[src/rtl/tt_um_axi8_lite_proc.sv]
// Byte-wide AXI4-Lite-style slave: IN_REG (addr 0) and RES_REG = ~IN_REG (addr 1).
// Optional feature macro: AXI8_SLVERR_EN enables SLVERR responses.
module tt_um_axi8_lite_proc (
  input  logic       clk,
  input  logic       rst,
  input  logic       ena,
  input  logic [7:0] ui_in,
  output logic [7:0] uo_out,
  input  logic [7:0] uio_in,
  output logic [7:0] uio_out,
  output logic [7:0] uio_oe
);

  typedef enum logic [1:0] {W_IDLE, W_DATA, W_RESP} w_state_t;
  typedef enum logic {R_IDLE, R_DATA} r_state_t;

  w_state_t w_state, w_next;
  r_state_t r_state, r_next;

  logic       awvalid, arvalid, wvalid, rready, bready, addr, wstrb;
  logic       awready, wready, bvalid, arready, rvalid;
  logic       aw_hs, w_hs, ar_hs;
  logic [7:0] in_reg, res_reg, rdata;
  logic       res_valid, wr_addr;
  logic [1:0] resp;
  logic       unused_ok;

  assign awvalid   = ui_in[0];
  assign arvalid   = ui_in[1];
  assign wvalid    = ui_in[2];
  assign rready    = ui_in[3];
  assign bready    = ui_in[4];
  assign addr      = ui_in[5];
  assign wstrb     = ui_in[6];
  assign unused_ok = &{1'b0, ena, ui_in[7]};

  // ARREADY also drops on AWVALID so a simultaneous request resolves in favour of the write.
  assign awready = (w_state == W_IDLE) && (r_state == R_IDLE);
  assign arready = (w_state == W_IDLE) && (r_state == R_IDLE) && !awvalid;
  assign wready  = (w_state == W_DATA);
  assign bvalid  = (w_state == W_RESP);
  assign rvalid  = (r_state == R_DATA);

  assign aw_hs = awvalid && awready;
  assign w_hs  = wvalid && wready;
  assign ar_hs = arvalid && arready;

  always_ff @(posedge clk) begin
    if (rst) begin
      w_state <= W_IDLE;
      r_state <= R_IDLE;
    end else begin
      w_state <= w_next;
      r_state <= r_next;
    end
  end

  always_comb begin
    w_next = w_state;
    r_next = r_state;
    case (w_state)
      W_IDLE:  if (aw_hs) w_next = W_DATA;
      W_DATA:  if (wvalid) w_next = W_RESP;
      W_RESP:  if (bready) w_next = W_IDLE;
      default: w_next = W_IDLE;
    endcase
    case (r_state)
      R_IDLE:  if (ar_hs) r_next = R_DATA;
      R_DATA:  if (rready) r_next = R_IDLE;
      default: r_next = R_IDLE;
    endcase
  end

`ifdef AXI8_SLVERR_EN
  logic [1:0] bresp, rresp;

  always_ff @(posedge clk) begin
    if (rst) begin
      in_reg    <= 8'h00;
      res_reg   <= 8'h00;
      res_valid <= 1'b0;
      wr_addr   <= 1'b0;
      rdata     <= 8'h00;
      bresp     <= 2'b00;
      rresp     <= 2'b00;
    end else begin
      if (aw_hs) wr_addr <= addr;
      if (w_hs) begin
        bresp <= wr_addr ? 2'b10 : 2'b00;
        if (!wr_addr && wstrb) begin
          in_reg    <= uio_in;
          res_reg   <= ~uio_in;
          res_valid <= 1'b1;
        end
      end
      if (ar_hs) begin
        if (addr && !res_valid) begin
          rdata <= 8'h00;
          rresp <= 2'b10;
        end else begin
          rdata <= addr ? res_reg : in_reg;
          rresp <= 2'b00;
        end
      end
    end
  end

  assign resp = bvalid ? bresp : (rvalid ? rresp : 2'b00);
`else
  always_ff @(posedge clk) begin
    if (rst) begin
      in_reg    <= 8'h00;
      res_reg   <= 8'h00;
      res_valid <= 1'b0;
      wr_addr   <= 1'b0;
      rdata     <= 8'h00;
    end else begin
      if (aw_hs) wr_addr <= addr;
      if (w_hs && !wr_addr && wstrb) begin
        in_reg    <= uio_in;
        res_reg   <= ~uio_in;
        res_valid <= 1'b1;
      end
      if (ar_hs) rdata <= addr ? res_reg : in_reg;
    end
  end

  assign resp = 2'b00;
`endif

  assign uo_out  = {res_valid, resp, rvalid, arready, bvalid, wready, awready};
  assign uio_out = rvalid ? rdata : 8'h00;
  assign uio_oe  = rvalid ? 8'hFF : 8'h00;

endmodule

[config.mk]
export PLATFORM = sky130hd
export DESIGN_NAME = tt_um_axi8_lite_proc
export DESIGN_NICKNAME = d
export VERILOG_FILES = /design/src/rtl/tt_um_axi8_lite_proc.sv
export SDC_FILE = /design/constraint.sdc
export NUM_CORES = 1
export LEC_CHECK = 0
export CORE_MARGIN = 2
export CORE_UTILIZATION = 40
export DETAILED_ROUTE_END_ITERATION = 8
export PLACE_DENSITY = 0.7
export SLEW_MARGIN = 10
export SYNTH_ARGS = -nofsm -noshare
export SYNTH_HDL_FRONTEND = slang
export SYNTH_SLANG_ARGS = --single-unit
[constraint.sdc]
create_clock -name clk -period 1.6 [get_ports clk]
set_input_delay 0.48 -clock clk [delete_from_list [all_inputs] [get_ports clk]]
set_output_delay 0.48 -clock clk [all_outputs]
set_load 0.05 [all_outputs]
After elaboration in Yosys (flattened, before gate mapping)
Cells that the tools add are included.
Widths: inputs -> output; s select.

word-level totals
  register bits after elaboration = 29
  bits of input ports = 19
  word-level logic and storage cells = 35

operators by class
  equality and inequality tests = 5
  multiplexer cells = 10
  bitwise gates (word level) = 2
  reduce and logical (&&, ||, !) cells = 11

operators with widths
  cell                count
  $mux 8              3
  $not 8->8           1
  $logic_and 1x1->1   7
  $mux 2              3
  $ne 2x2->1 const B  3
  $pmux 2 s3          1
  $reduce_and 3->1    1
  $eq 2x1->1 const B  1
  $eq 2x2->1 const B  1
  $logic_not 1->1     2
  $logic_not 2->1     1
  $mux 1              2
  $pmux 1 s2          1
  $not 1->1           1

Longest topological paths before layout
  word-level depth = 6
  depth in mapped cells = 5
  gate-level depth less buffers = 4

Worst setup path after synthesis
OpenSTA, ideal clock, no wires.

  path kind = reg2out
  start point = reg r_state
  end point = out uo_out[0]
  data arrival time = 1.168 ns
  required time = 1.120 ns
  slack = -0.048 ns
  stages on the path, launching flop included = 5
  buffers on the path = 2
  cell sequence = dfxtp_1 or3_4 inv_4 buf_12 buf_4

between the ends
  longest elaborated chain between the ends = 2

ends and longest elaborated chain
  element                 line  text
  from (decl)             18    r_state_t r_state, r_next;
  from (signal assigned)  54    r_state <= r_next;
  $not 1->1               n/a
  $logic_and 1x1->1       38    assign awready = (w_state == W_IDLE) && (r_state == R_IDLE);
  to (decl)               8     output logic [7:0] uo_out,

Every way passes these cells.

Worst setup path in the final report
  start point = reg w_state[0]
  end point = out uo_out[3]

between the ends
  longest elaborated chain between the ends = 3

ends and longest elaborated chain
  element                         line  text
  from (decl)                     17    w_state_t w_state, w_next;
  from (signal assigned)          53    w_state <= w_next;
  $logic_not 2->1                 39    assign arready = (w_state == W_IDLE) && (r_state == R_IDLE) && !awvalid;
  $logic_and 1x1->1 (2 in a row)  39

Every way passes these cells.

==> out/summary.log <==
qor: floorplan.floorplan.die.height 64.3 um
qor: status.violations setup timing
qor: clock_network.cts-buffers-inserted 5
qor: timing.final_hold_viol_count 0
qor: drt.vias_per_cell 5.10
qor: floorplan.floorplan.initialDensity 42.6%
qor: placement.numPortBuffers 38
qor: drt.ant_nets 0
qor: timing.final-setup-viol-count 19
qor: cells_and_area.layout_common_cells sky130_fd_sc_hd__buf_12, sky130_fd_sc_hd__dfxtp_1, sky130_fd_sc_hd__a21oi_1, sky130_fd_sc_hd__clkdlybuf4s50_1, sky130_fd_sc_hd__buf_4
qor: drt.met1_length 1.34 mm
qor: grt.gr-usage-all-layers 18.5%
qor: hold_path.holdPathStages 2
qor: synthesis.postSynthAreaPerCell 9.33 sq um
qor: setup_path.path_class flop to output pin
qor: timing.holdWs 0.481 ns
qor: setup_path.crit-reg2reg-capture rdata[1]$_SDFFE_PP0P_
qor: synthesis.yosys_register_bits 29
qor: setup_path.maximum_net_fanout_on_the_critical_path 3
qor: drt.vias 1233
qor: floorplan.fp.dieW 64.3 um
qor: cells_and_area.layout-area-overhead-vs-synth 55.8%
qor: synthesis.yosys.area.top_type sky130_fd_sc_hd__dfxtp_1
qor: synthesis.sequential_to_total_area_share_from_yosys_stat 39.9%
qor: timing.slew_viol_final 0
qor: cells_and_area.nNetsFinal 215
qor: synthesis.synth_area 1460 sq um
qor: clock_network.cts.sink_count 29
qor: synthesis.post_synth_num_cell_types 26
qor: drt.drt-pass1-iter-count 4
qor: clock_network.clk_pin_slew_worst_paths 0.09 ns
qor: placement.pre_cts_ws -0.277 ns
qor: hold_path.hold_start in_reg[7]$_SDFFE_PP0P_
qor: floorplan.floorplan.io_pins 43
qor: clock_network.cts-htree-levels 2
qor: synthesis.synth_top_area_share 39.9%
qor: setup_path.crit-reg2reg-launch w_state[0]$_SDFFE_PP0P_
qor: cells_and_area.drive_above_1_share 40.3%
qor: grt.antenna_found_initial 0
qor: timing.period_utilization 113%
qor: grt.grt_max_degree 30
qor: clock_network.cts_tree built
qor: drt.drt_first_iter_violations 26
qor: power_and_ir_drop.static-leakage-power 0.000862 uW
qor: timing.rsz0062_at_grt true
qor: clock_network.worst_skew_pair.late_latency 0.32 ns
qor: drt.maxUsedRoutingLayer met4
qor: grt.vias_in_the_first_global_route 1292
qor: setup_path.required_worst_endpoint 1.12 ns
qor: placement.place_area 2060 sq um
qor: setup_path.worstSetupStartpoint w_state[0]$_SDFFE_PP0P_
qor: run.timing.max_cap.violations 0
qor: placement.detailed_place_hpwl 2.32 mm
qor: timing.worst_clock_skew_on_the_final_layout 0.0106 ns
qor: setup_path.timing.critical_path.from_type flop
qor: synthesis.synth_top_cells_by_area sky130_fd_sc_hd__dfxtp_1, sky130_fd_sc_hd__buf_4, sky130_fd_sc_hd__a21oi_1
qor: grt.grt_pass1_wl 5.89 mm
qor: drt.met2WireLength 1.76 mm
qor: cells_and_area.layout.cells.most_common sky130_fd_sc_hd__buf_12
qor: floorplan.dieArea 4140 sq um
qor: setup_path.setup.worst_path.end_class output pin
qor: drt.route.final.wire_length 3.39 mm
qor: drt.dr_wl_met3 253 um
qor: grt.globalRouteOverflowTotal 0
qor: timing.period_minus_ws_final 1.80 ns
qor: setup_path.cp_data_arrival_time 1.32 ns
qor: floorplan.fp-row-count 21
qor: power_and_ir_drop.power_density 785 nW/um^2
qor: setup_path.worst_r2r_path_depth 6
qor: timing.worst_path_setup_slack_after_routing -0.203 ns
qor: hold_path.hold_end in_reg[7]$_SDFFE_PP0P_
qor: cells_and_area.layout.cell_area.non_filler 2270 sq um
qor: hold_path.min-delay-path-class flop to flop
qor: timing.clock.fmax 555 MHz
qor: cells_and_area.antenna_cells_inserted 0
qor: drt.detail_route.drc_violations 0
qor: floorplan.core_area 3420 sq um
qor: setup_path.r2r_slack 0.08 ns
qor: clock_network.clock_root_buffer sky130_fd_sc_hd__clkbuf_4
qor: drt.drt-wirelength-per-cell 14.0 um
qor: synthesis.synthesis.yosys.warnings 0
qor: clock_network.max-clock-path-buffers 2
qor: placement.gp_congestion 0.823
qor: status.status finished with violations
qor: power_and_ir_drop.vdd_ir_drop_max 0.558 mV
qor: synthesis.post_synth_inst_count 156
[area by class of cell]
cell class	count	area (sq um)
fill	271	1150
timing repair buffer	60	868
multi-input combinational	95	681
sequential	29	584
tap	46	57.6
clock buffer	7	55.1
inverter	5	21.3
[worst max-delay path by stage]
stage                              to  cells past startpoint  slack (ns)
3_3_place_gp   in_reg[6]$_SDFFE_PP0P_                      5       -0.20
4_1_cts                     uo_out[3]                      3       -0.21
2_1_floorplan               uo_out[0]                      4        0.02
3_5_place_dp   in_reg[4]$_SDFFE_PP0P_                      5       -0.28
5_1_grt                     uo_out[3]                      3       -0.27
6_report                    uo_out[3]                      3       -0.20
[cell families (layout without fill, tap and decap cells)]
logic type / Yosys count / after routing / synth area share [%]
AO/OA/AOI/OAI: 54 / 54 / 25.3
flip-flops: 29 / 29 / 39.9
other: 1 / 2 / 0.258
multiplexers: 8 / 8 / 5.50
AND/OR/NAND/NOR: 31 / 31 / 12.7
buffers and inverters: 33 / 72 / 16.3
[synth_stat cells (all sizes together)]
master   instances
or3              1
and4bb           1
mux2i            8
buf             25
a211oi          16
nor2             6
dfxtp           29
nor2b            3
nand4bb          1
conb             1
and2             9
nand3            9
o21ai            9
clkbuf           3
a21oi           27
inv              5
and2b            1
a22oi            2
[critical path, cell delays in order, from the launching register on]
cell and delay (ns):
sky130_fd_sc_hd__dfxtp_2 0.33, sky130_fd_sc_hd__or3_4 0.42, sky130_fd_sc_hd__nor2_4 0.11, sky130_fd_sc_hd__buf_12 0.14
[power by group]
| part | internal [uW] | switching [uW] | total, uW |
|---|---|---|---|
| combinational | 281 | 281 | 562 |
| clock | 207 | 229 | 436 |
| sequential | 757 | 22.8 | 780 |
[routing by layer]
layer,global-route usage (%),vias up
li1,-,612
met1,20.0,561
met2,33.3,56
met5,0,-
met3,6.51,4
met4,5.85,0
[metrics by stage]
step	power [uW]	std cells	utilization (%)	setup TNS, ns
5_1_grt	1880	242	66.4	-2.83
4_1_cts	1790	243	66.6	-2.10
3_5_place_dp	1300	228	60.4	-4.96
3_3_place_gp	1290	228	60.4	-3.74
2_1_floorplan	1120	157	-	0
6_report	1780	242	66.4	-1.74
[repair_timing]
action / CTS / global route
pin swaps: 4 / 0
setup endpoints to repair: 21 / 21
setup buffers: 7 / 0
cloned: 1 / 0
gates resized for setup: 22 / 1
hold buffers: 0 / 0
Power figures use the tool's default switching activity.
